### src/rtl/line_cmd_master_if.sv
// Command port and peripheral bus bundle for line_cmd_master.
// The master modport is the line_cmd_master side; the slave modport is the command source and peripheral side.
interface line_cmd_master_if #(
  parameter int COLOR_W = 3
);
  logic               cmd_valid;
  logic               cmd_ready;
  logic [8:0]         cmd_x0;
  logic [8:0]         cmd_x1;
  logic [7:0]         cmd_y0;
  logic [7:0]         cmd_y1;
  logic [COLOR_W-1:0] cmd_color;

  logic [2:0]         m_address;
  logic               m_write;
  logic               m_read;
  logic [31:0]        m_writedata;
  logic [31:0]        m_readdata;
  logic               m_waitrequest;

  modport master (
    input  cmd_valid, cmd_x0, cmd_x1, cmd_y0, cmd_y1, cmd_color,
    output cmd_ready,
    output m_address, m_write, m_read, m_writedata,
    input  m_readdata, m_waitrequest
  );

  modport slave (
    output cmd_valid, cmd_x0, cmd_x1, cmd_y0, cmd_y1, cmd_color,
    input  cmd_ready,
    input  m_address, m_write, m_read, m_writedata,
    output m_readdata, m_waitrequest
  );
endinterface

### src/rtl/line_cmd_master.sv
// Bus master that buffers line commands, programs the line peripheral's registers and polls STATUS until each line completes.
// Optional: LINE_CMD_MASTER_COLOR_CACHE_EN skips the COLOR write when the color matches the last one written.
module line_cmd_master #(
  parameter int FIFO_DEPTH = 4,
  parameter int COLOR_W    = 3
) (
  input  logic                clock,
  input  logic                reset_n,
  line_cmd_master_if.master   bus,
  output logic                busy,
  output logic [15:0]         lines_done
);

  localparam int AW      = $clog2(FIFO_DEPTH);
  localparam int CW      = AW + 1;
  localparam int ENTRY_W = 34 + COLOR_W;
  localparam logic [CW-1:0] DEPTH_C = CW'(FIFO_DEPTH);

  localparam logic [2:0] S_IDLE    = 3'd0;
  localparam logic [2:0] S_W_MODE  = 3'd1;
  localparam logic [2:0] S_W_START = 3'd2;
  localparam logic [2:0] S_W_END   = 3'd3;
  localparam logic [2:0] S_W_COLOR = 3'd4;
  localparam logic [2:0] S_W_GO    = 3'd5;
  localparam logic [2:0] S_GAP     = 3'd6;
  localparam logic [2:0] S_R_STAT  = 3'd7;

  localparam logic [2:0] A_MODE   = 3'd0;
  localparam logic [2:0] A_STATUS = 3'd1;
  localparam logic [2:0] A_GO     = 3'd2;
  localparam logic [2:0] A_START  = 3'd3;
  localparam logic [2:0] A_END    = 3'd4;
  localparam logic [2:0] A_COLOR  = 3'd5;

  logic [ENTRY_W-1:0] fifo_q [FIFO_DEPTH];
  logic [ENTRY_W-1:0] fifo_d [FIFO_DEPTH];
  logic [AW-1:0]      wr_ptr_q, wr_ptr_d;
  logic [AW-1:0]      rd_ptr_q, rd_ptr_d;
  logic [CW-1:0]      count_q, count_d;
  logic               cmd_ready_q, cmd_ready_d;

  logic [2:0]         state_q, state_d;
  logic               mode_written_q, mode_written_d;
  logic [15:0]        lines_done_q, lines_done_d;

  logic               m_write_q, m_write_d;
  logic               m_read_q, m_read_d;
  logic [2:0]         m_address_q, m_address_d;
  logic [31:0]        m_writedata_q, m_writedata_d;

  logic               push;
  logic               pop;
  logic               skip_color;
  logic               unused_readdata;

  logic [ENTRY_W-1:0] head;
  logic [8:0]         head_x0, head_x1;
  logic [7:0]         head_y0, head_y1;
  logic [COLOR_W-1:0] head_color;

  // Entry layout {color, y1, x1, y0, x0}
  assign head       = fifo_q[rd_ptr_q];
  assign head_x0    = head[8:0];
  assign head_y0    = head[16:9];
  assign head_x1    = head[25:17];
  assign head_y1    = head[33:26];
  assign head_color = head[ENTRY_W-1:34];

  assign push = bus.cmd_valid && cmd_ready_q;
  assign unused_readdata = ^bus.m_readdata[31:1];

  always_comb begin
    fifo_d   = fifo_q;
    wr_ptr_d = wr_ptr_q;
    rd_ptr_d = rd_ptr_q;
    count_d  = count_q;
    if (push) begin
      fifo_d[wr_ptr_q] = {bus.cmd_color, bus.cmd_y1, bus.cmd_x1, bus.cmd_y0, bus.cmd_x0};
      wr_ptr_d = wr_ptr_q + AW'(1);
      count_d  = count_d + CW'(1);
    end
    if (pop) begin
      rd_ptr_d = rd_ptr_q + AW'(1);
      count_d  = count_d - CW'(1);
    end
    // Registered ready: a pop on a full FIFO only reopens the port next cycle
    cmd_ready_d = (count_d != DEPTH_C);
  end

`ifdef LINE_CMD_MASTER_COLOR_CACHE_EN
  logic [COLOR_W-1:0] color_cache_q, color_cache_d;
  logic               color_valid_q, color_valid_d;

  assign skip_color = color_valid_q && (color_cache_q == head_color);

  always_comb begin
    color_cache_d = color_cache_q;
    color_valid_d = color_valid_q;
    if (state_q == S_W_COLOR && !bus.m_waitrequest) begin
      color_cache_d = head_color;
      color_valid_d = 1'b1;
    end
  end

  always_ff @(posedge clock) begin
    if (!reset_n) begin
      color_cache_q <= '0;
      color_valid_q <= 1'b0;
    end else begin
      color_cache_q <= color_cache_d;
      color_valid_q <= color_valid_d;
    end
  end
`else
  assign skip_color = 1'b0;
`endif

  always_comb begin
    state_d        = state_q;
    mode_written_d = mode_written_q;
    lines_done_d   = lines_done_q;
    pop            = 1'b0;
    case (state_q)
      S_IDLE:    if (count_q != '0) state_d = mode_written_q ? S_W_START : S_W_MODE;
      S_W_MODE:  if (!bus.m_waitrequest) begin
                   state_d        = S_W_START;
                   mode_written_d = 1'b1;
                 end
      S_W_START: if (!bus.m_waitrequest) state_d = S_W_END;
      S_W_END:   if (!bus.m_waitrequest) state_d = skip_color ? S_W_GO : S_W_COLOR;
      S_W_COLOR: if (!bus.m_waitrequest) state_d = S_W_GO;
      S_W_GO:    if (!bus.m_waitrequest) state_d = S_GAP;
      S_GAP:     state_d = S_R_STAT;
      S_R_STAT:  if (!bus.m_waitrequest && !bus.m_readdata[0]) begin
                   pop          = 1'b1;
                   lines_done_d = lines_done_q + 16'd1;
                   state_d      = S_IDLE;
                 end
      default:   state_d = S_IDLE;
    endcase
  end

  // Bus outputs follow the next state, so a stalled state re-registers identical values
  always_comb begin
    m_write_d     = 1'b0;
    m_read_d      = 1'b0;
    m_address_d   = A_MODE;
    m_writedata_d = '0;
    case (state_d)
      S_W_MODE: begin
        m_write_d     = 1'b1;
        m_address_d   = A_MODE;
        m_writedata_d = 32'd1;
      end
      S_W_START: begin
        m_write_d     = 1'b1;
        m_address_d   = A_START;
        m_writedata_d = {15'b0, head_y0, head_x0};
      end
      S_W_END: begin
        m_write_d     = 1'b1;
        m_address_d   = A_END;
        m_writedata_d = {15'b0, head_y1, head_x1};
      end
      S_W_COLOR: begin
        m_write_d     = 1'b1;
        m_address_d   = A_COLOR;
        m_writedata_d = 32'(head_color);
      end
      S_W_GO: begin
        m_write_d     = 1'b1;
        m_address_d   = A_GO;
        m_writedata_d = '0;
      end
      S_R_STAT: begin
        m_read_d    = 1'b1;
        m_address_d = A_STATUS;
      end
      default: ;
    endcase
  end

  always_ff @(posedge clock) begin
    fifo_q <= fifo_d;
  end

  always_ff @(posedge clock) begin
    if (!reset_n) begin
      wr_ptr_q       <= '0;
      rd_ptr_q       <= '0;
      count_q        <= '0;
      cmd_ready_q    <= 1'b0;
      state_q        <= S_IDLE;
      mode_written_q <= 1'b0;
      lines_done_q   <= '0;
      m_write_q      <= 1'b0;
      m_read_q       <= 1'b0;
      m_address_q    <= '0;
      m_writedata_q  <= '0;
    end else begin
      wr_ptr_q       <= wr_ptr_d;
      rd_ptr_q       <= rd_ptr_d;
      count_q        <= count_d;
      cmd_ready_q    <= cmd_ready_d;
      state_q        <= state_d;
      mode_written_q <= mode_written_d;
      lines_done_q   <= lines_done_d;
      m_write_q      <= m_write_d;
      m_read_q       <= m_read_d;
      m_address_q    <= m_address_d;
      m_writedata_q  <= m_writedata_d;
    end
  end

  assign bus.cmd_ready   = cmd_ready_q;
  assign bus.m_write     = m_write_q;
  assign bus.m_read      = m_read_q;
  assign bus.m_address   = m_address_q;
  assign bus.m_writedata = m_writedata_q;
  assign busy            = (state_q != S_IDLE) || (count_q != '0);
  assign lines_done      = lines_done_q;

endmodule

### src/flat_wrapper.sv
// flat-port wrapper written by rule: the top's interface ports become plain ports
module line_cmd_master_flat 
#(
  parameter int FIFO_DEPTH = 4,
  parameter int COLOR_W    = 3
)
  (clock, reset_n, busy, lines_done, bus_cmd_valid, bus_cmd_x0, bus_cmd_x1, bus_cmd_y0, bus_cmd_y1, bus_cmd_color, bus_cmd_ready, bus_m_address, bus_m_write, bus_m_read, bus_m_writedata, bus_m_readdata, bus_m_waitrequest);
  line_cmd_master_if #(.COLOR_W(COLOR_W)) bus_i ();
  input  logic clock;
  input  logic reset_n;
  output logic busy;
  output logic [15:0] lines_done;
  input wire logic [$bits(bus_i.cmd_valid)-1:0] bus_cmd_valid;
  input wire logic [$bits(bus_i.cmd_x0)-1:0] bus_cmd_x0;
  input wire logic [$bits(bus_i.cmd_x1)-1:0] bus_cmd_x1;
  input wire logic [$bits(bus_i.cmd_y0)-1:0] bus_cmd_y0;
  input wire logic [$bits(bus_i.cmd_y1)-1:0] bus_cmd_y1;
  input wire logic [$bits(bus_i.cmd_color)-1:0] bus_cmd_color;
  output wire logic [$bits(bus_i.cmd_ready)-1:0] bus_cmd_ready;
  output wire logic [$bits(bus_i.m_address)-1:0] bus_m_address;
  output wire logic [$bits(bus_i.m_write)-1:0] bus_m_write;
  output wire logic [$bits(bus_i.m_read)-1:0] bus_m_read;
  output wire logic [$bits(bus_i.m_writedata)-1:0] bus_m_writedata;
  input wire logic [$bits(bus_i.m_readdata)-1:0] bus_m_readdata;
  input wire logic [$bits(bus_i.m_waitrequest)-1:0] bus_m_waitrequest;
  assign bus_i.cmd_valid = bus_cmd_valid;
  assign bus_i.cmd_x0 = bus_cmd_x0;
  assign bus_i.cmd_x1 = bus_cmd_x1;
  assign bus_i.cmd_y0 = bus_cmd_y0;
  assign bus_i.cmd_y1 = bus_cmd_y1;
  assign bus_i.cmd_color = bus_cmd_color;
  assign bus_cmd_ready = bus_i.cmd_ready;
  assign bus_m_address = bus_i.m_address;
  assign bus_m_write = bus_i.m_write;
  assign bus_m_read = bus_i.m_read;
  assign bus_m_writedata = bus_i.m_writedata;
  assign bus_i.m_readdata = bus_m_readdata;
  assign bus_i.m_waitrequest = bus_m_waitrequest;
  line_cmd_master #(.FIFO_DEPTH(FIFO_DEPTH), .COLOR_W(COLOR_W)) u_core (.clock(clock), .reset_n(reset_n), .bus(bus_i), .busy(busy), .lines_done(lines_done));
endmodule
### config.mk
export PLATFORM = sky130hd
export DESIGN_NAME = line_cmd_master_flat
export DESIGN_NICKNAME = d
export VERILOG_FILES = /design/src/rtl/line_cmd_master_if.sv /design/src/rtl/line_cmd_master.sv /design/src/flat_wrapper.sv
export SDC_FILE = /design/constraint.sdc
export NUM_CORES = 1
export LEC_CHECK = 0
export CORE_ASPECT_RATIO = 0.9
export CORE_UTILIZATION = 30
export DETAILED_ROUTE_END_ITERATION = 12
export GPL_TIMING_DRIVEN = 0
export HOLD_SLACK_MARGIN = 0.06
export PLACE_DENSITY = 0.62
export SYNTH_ARGS = -nofsm -noshare
export SYNTH_HDL_FRONTEND = slang
export SYNTH_SLANG_ARGS = --single-unit
### constraint.sdc
create_clock -name clock -period 5 [get_ports clock]
set_input_delay 0.75 -clock clock [delete_from_list [all_inputs] [get_ports clock]]
set_output_delay 0.75 -clock clock [all_outputs]
set_load 0.02 [all_outputs]
==> key figures, run 1 <==
Status
  – Status: finished clean

Global routing
  – Vias in the first global route: 4373
  – Largest net degree at the start of global routing: 30
  – Tot GR Track Use: 0.1264
  – First-pass GRT wire length: 24210 um
  – Grt ovf: 0
  – Initial antenna violation count: 2

Worst setup path
  – Setup crit end kind: register
  – Worst path slowest cell: a2111oi_4
  – R2R Path Start: u_core.count_q[0]
  – Critical path type: input port to register
  – CP arrival: 3.31 ns
  – CP Cell Sequence: clkdlybuf4s50_1 -> nor2b_2 -> a2111oi_4 -> clkbuf_1 -> a22oi_1 -> nor2_1
  – Setup crit start kind: input port
  – Worst Path Required: 5.36 ns
  – Slowest stage delay, CP: 0.77 ns
  – Max FO, Critical Path: 10
  – Worst Setup SP: bus_m_waitrequest

Synthesis
  – Sequential-to-total area share from yosys stat: 0.7102
  – Cell Area, Synth: 7667 sq um
  – Mean post-synth cell area: ~17 sq um
  – Flops & latches, synth: 198
  – Mux cell area share after synthesis: 0.1113
  – FFs w/ async S/R, synth: 0
  – Synthesis Warnings: 0
  – Compound-cell area share of the yosys netlist: 0.04422
  – Distinct cells, synth: 44
  – EDFF count, synth: between 100 and 150
  – Largest family of logic cells by synthesized area: multiplexers
  – Simple-Gate Fraction of Synth Area: 0.06381
  – Post-Synth Adder-Cell Area: 0.01305
  – Top FF cell, synth: edfxtp_1
  – Post-synthesis xor/xnor area fraction: 0.02627
  – Post-Synthesis Cells: between 400 and 500

Die
  – DIE WIDTH: 170.5 um
  – Die Height: 153.7 um
  – Core Area: 25120 sq um
  – Die area: around 26000 sq um
  – IO Pins: 128
  – Initial Util: 0.3053
  – Row count: 55

Placement
  – Placed insts: 895
  – Input/output buffers: 81
  – Placer Congestion: 0.8019
  – DP Wirelength: 10850 um

Detailed routing
  – DR WL met2: 7718 um
  – Wire per inst: ~17 um
  – DRC: 0
  – Post-route ant nets: 0
  – Initial DRT Pass Iterations: 4
  – Via density: 4.513
  – DR iter-0 viols: around 330
  – Via count of the routed design: 4188
  – DR top layer: met5
  – Met1 WL: 6760 um
  – WL met3: about 1000 um
  – DRT Wirelength: about 16000 um

Clocking
  – Root Driver: clkbuf_16
  – # hold bufs at CTS: 0
  – CTS resizes: 0
  – Clock sinks: 198
  – TritonCTS clock tree: done
  – Worst skew pair latency: 0.43 ns
  – Postcts setup bufs: 0
  – H-tree depth: 4
  – Num CTS Buffers: 17
  – Clk slew on worst S/H paths: 0.07 ns
  – Clock buffer depth: 2

Power and ir drop
  – Overall Power: about 3.4 mW
  – Leakage: 3.146 nW
  – Peak VDD IR: 0.0002181 V
  – Pwr/cell area: 358.5 nW/um^2

Timing
  – Max-slew violations: 0
  – Achievable Freq: 338.2 MHz
  – Layout Skew: between 0.01 and 0.015 ns
  – Rel. slew slack: 0.4206
  – Hold slack final: 0.5178 ns
  – Setup_tns: 0 ns
  – Final Hold Viols: 0
  – Final critical-path share of the clock period: 0.5914
  – RSZ-0062 raised after global routing: no
  – Setup Viol. Count Final: 0
  – Min Tclk post-route: 2.957 ns
  – Worst Tran Pin Value: a little under 0.9 ns

Min path
  – Hold Crit Class: register to register
  – Hold Startpoint: u_core.wr_ptr_q[1]

Final layout
  – Layout cells sized above 1: 0.1829
  – Commonest non-fill, non-tap cell in the layout: edfxtp_1
  – Post-Layout Cell Count: ~930
  – Fin util: 0.3819
  – Final #Nets: 653
  – Most frequent cells in the layout: 148 x edfxtp_1, 81 x clkdlybuf4s50_1, 50 x dfxtp_1
  – Area growth, synth to finish: 25.10%

Flow run
  – Max Cap Viol: 0
## synth_stat cells, types with 2 or more instances
cell type | count | area share
edfxtp_1 | 148 | 0.58
mux2i_1 | 2 | 0.0026
a221oi_1 | 2 | 0.0023
mux4_2 | 37 | 0.11
xor2_1 | 13 | 0.015
nand4_1 | 3 | 0.0024
ha_1 | 8 | 0.013
a22oi_1 | 15 | 0.015
nand3_1 | 9 | 0.0059
nand2_1 | 17 | 0.0083
o21a_1 | 3 | 0.0029
dfxtp_1 | 50 | 0.13
nand2b_1 | 4 | 0.0033
nor2_1 | 47 | 0.023
inv_1 | 8 | 0.0039
buf_4 | 15 | 0.015
and4_1 | 3 | 0.0034
a21oi_1 | 7 | 0.0046
and2_1 | 2 | 0.0016
clkbuf_1 | 10 | 0.0049
xnor2_1 | 10 | 0.011
nor3_1 | 3 | 0.0020
nor3b_1 | 2 | 0.0020
and3_1 | 8 | 0.0065
a31oi_1 | 2 | 0.0016
buf_2 | 8 | 0.0052
## kinds of logic (layout without fill, tap and decap cells)
logic type,after synthesis,in the layout
flops,198,198
xor+xnor,23,23
other cells,1,16
fa+ha+maj,8,8
buf+inv,43,160
mux,39,39
compound gates,39,39
simple gates,103,103
## registers in the layout, indices dropped and copies added (netlist names), 2 cells and up
register	flops
u_core.fifo_q	148
u_core.state_q	3
u_core.wr_ptr_q	2
u_core.bus.m_address	3
u_core.rd_ptr_q	2
u_core.count_q	3
u_core.lines_done	16
u_core.bus.m_writedata	17
## final cells by class
type	instances	area (sq um)
fillers	2326	15530
flip-flops and latches	198	5445
multi-input cells	227	2044
repair buffers	85	890.9
well taps	342	427.9
clock buffers	17	425.4
plain buffers	34	201.4
clock inverters	15	120.1
inverters	9	33.78
diodes	1	2.502
## through the flow
stage | setup WS (ns) | instance area (sq um)
after floorplan | 2.902 | 7720
after global placement | 1.581 | 8959
after detailed placement | 1.579 | 9044
after CTS | 2.035 | 9589
after global routing | 1.894 | 9592
final | 2.043 | 9592
## worst max-delay path, delay by kind of cell
family | cells | cell delay [ns]
buffers and inverters | 2 | 1.29
AO/OA/AOI/OAI | 2 | 0.96
AND/OR/NAND/NOR | 2 | 0.30
## metal layers
| metal | vias to the layer above | global-route usage |
|---|---|---|
| met5 | - | 0 |
| met4 | 2 | 0.04290 |
| met3 | 12 | 0.03501 |
| met2 | 140 | 0.2076 |
| met1 | 2088 | 0.1599 |
| li1 | 1946 | - |
## final timing paths
path,to,slack (ns),cells past startpoint
hold / removal,u_core.wr_ptr_q[1],0.52,2
hold reg to reg,u_core.wr_ptr_q[1],0.52,2
setup / recovery,u_core.bus.m_writedata[14],2.04,6
setup reg to reg,u_core.bus.m_writedata[14],2.17,8
## where the power goes
part           internal [mW]  total [mW]  switching [mW]
clock network          0.649        1.26           0.610
logic                  0.150       0.353           0.202
registers               1.81        1.83          0.0139
total                   2.61        3.44           0.826
(Power assumes the default switching activity.)
==> inputs of run 2 (changes only) <==
==> constraint.sdc (replaced) <==
create_clock -name clock -period 3.08 [get_ports clock]
set_input_delay 0.462 -clock clock [delete_from_list [all_inputs] [get_ports clock]]
set_output_delay 0.462 -clock clock [all_outputs]
set_load 0.02 [all_outputs]
==> results of run 2 <==
Same layout as run 1 (identical final DEF). Status: finished clean.
Main changes from that run: setup slack after placement 1.579 ns -> -0.05288 ns; setup slack after layout 2.043 ns -> 0.2521 ns; start point of the critical path bus_m_waitrequest -> u_core.count_q[0]; register-to-register setup slack 2.17 ns -> 0.25 ns; total power 3.439 mW -> 5.582 mW; worst IR drop on VDD 0.0002181 V -> 0.0003541 V
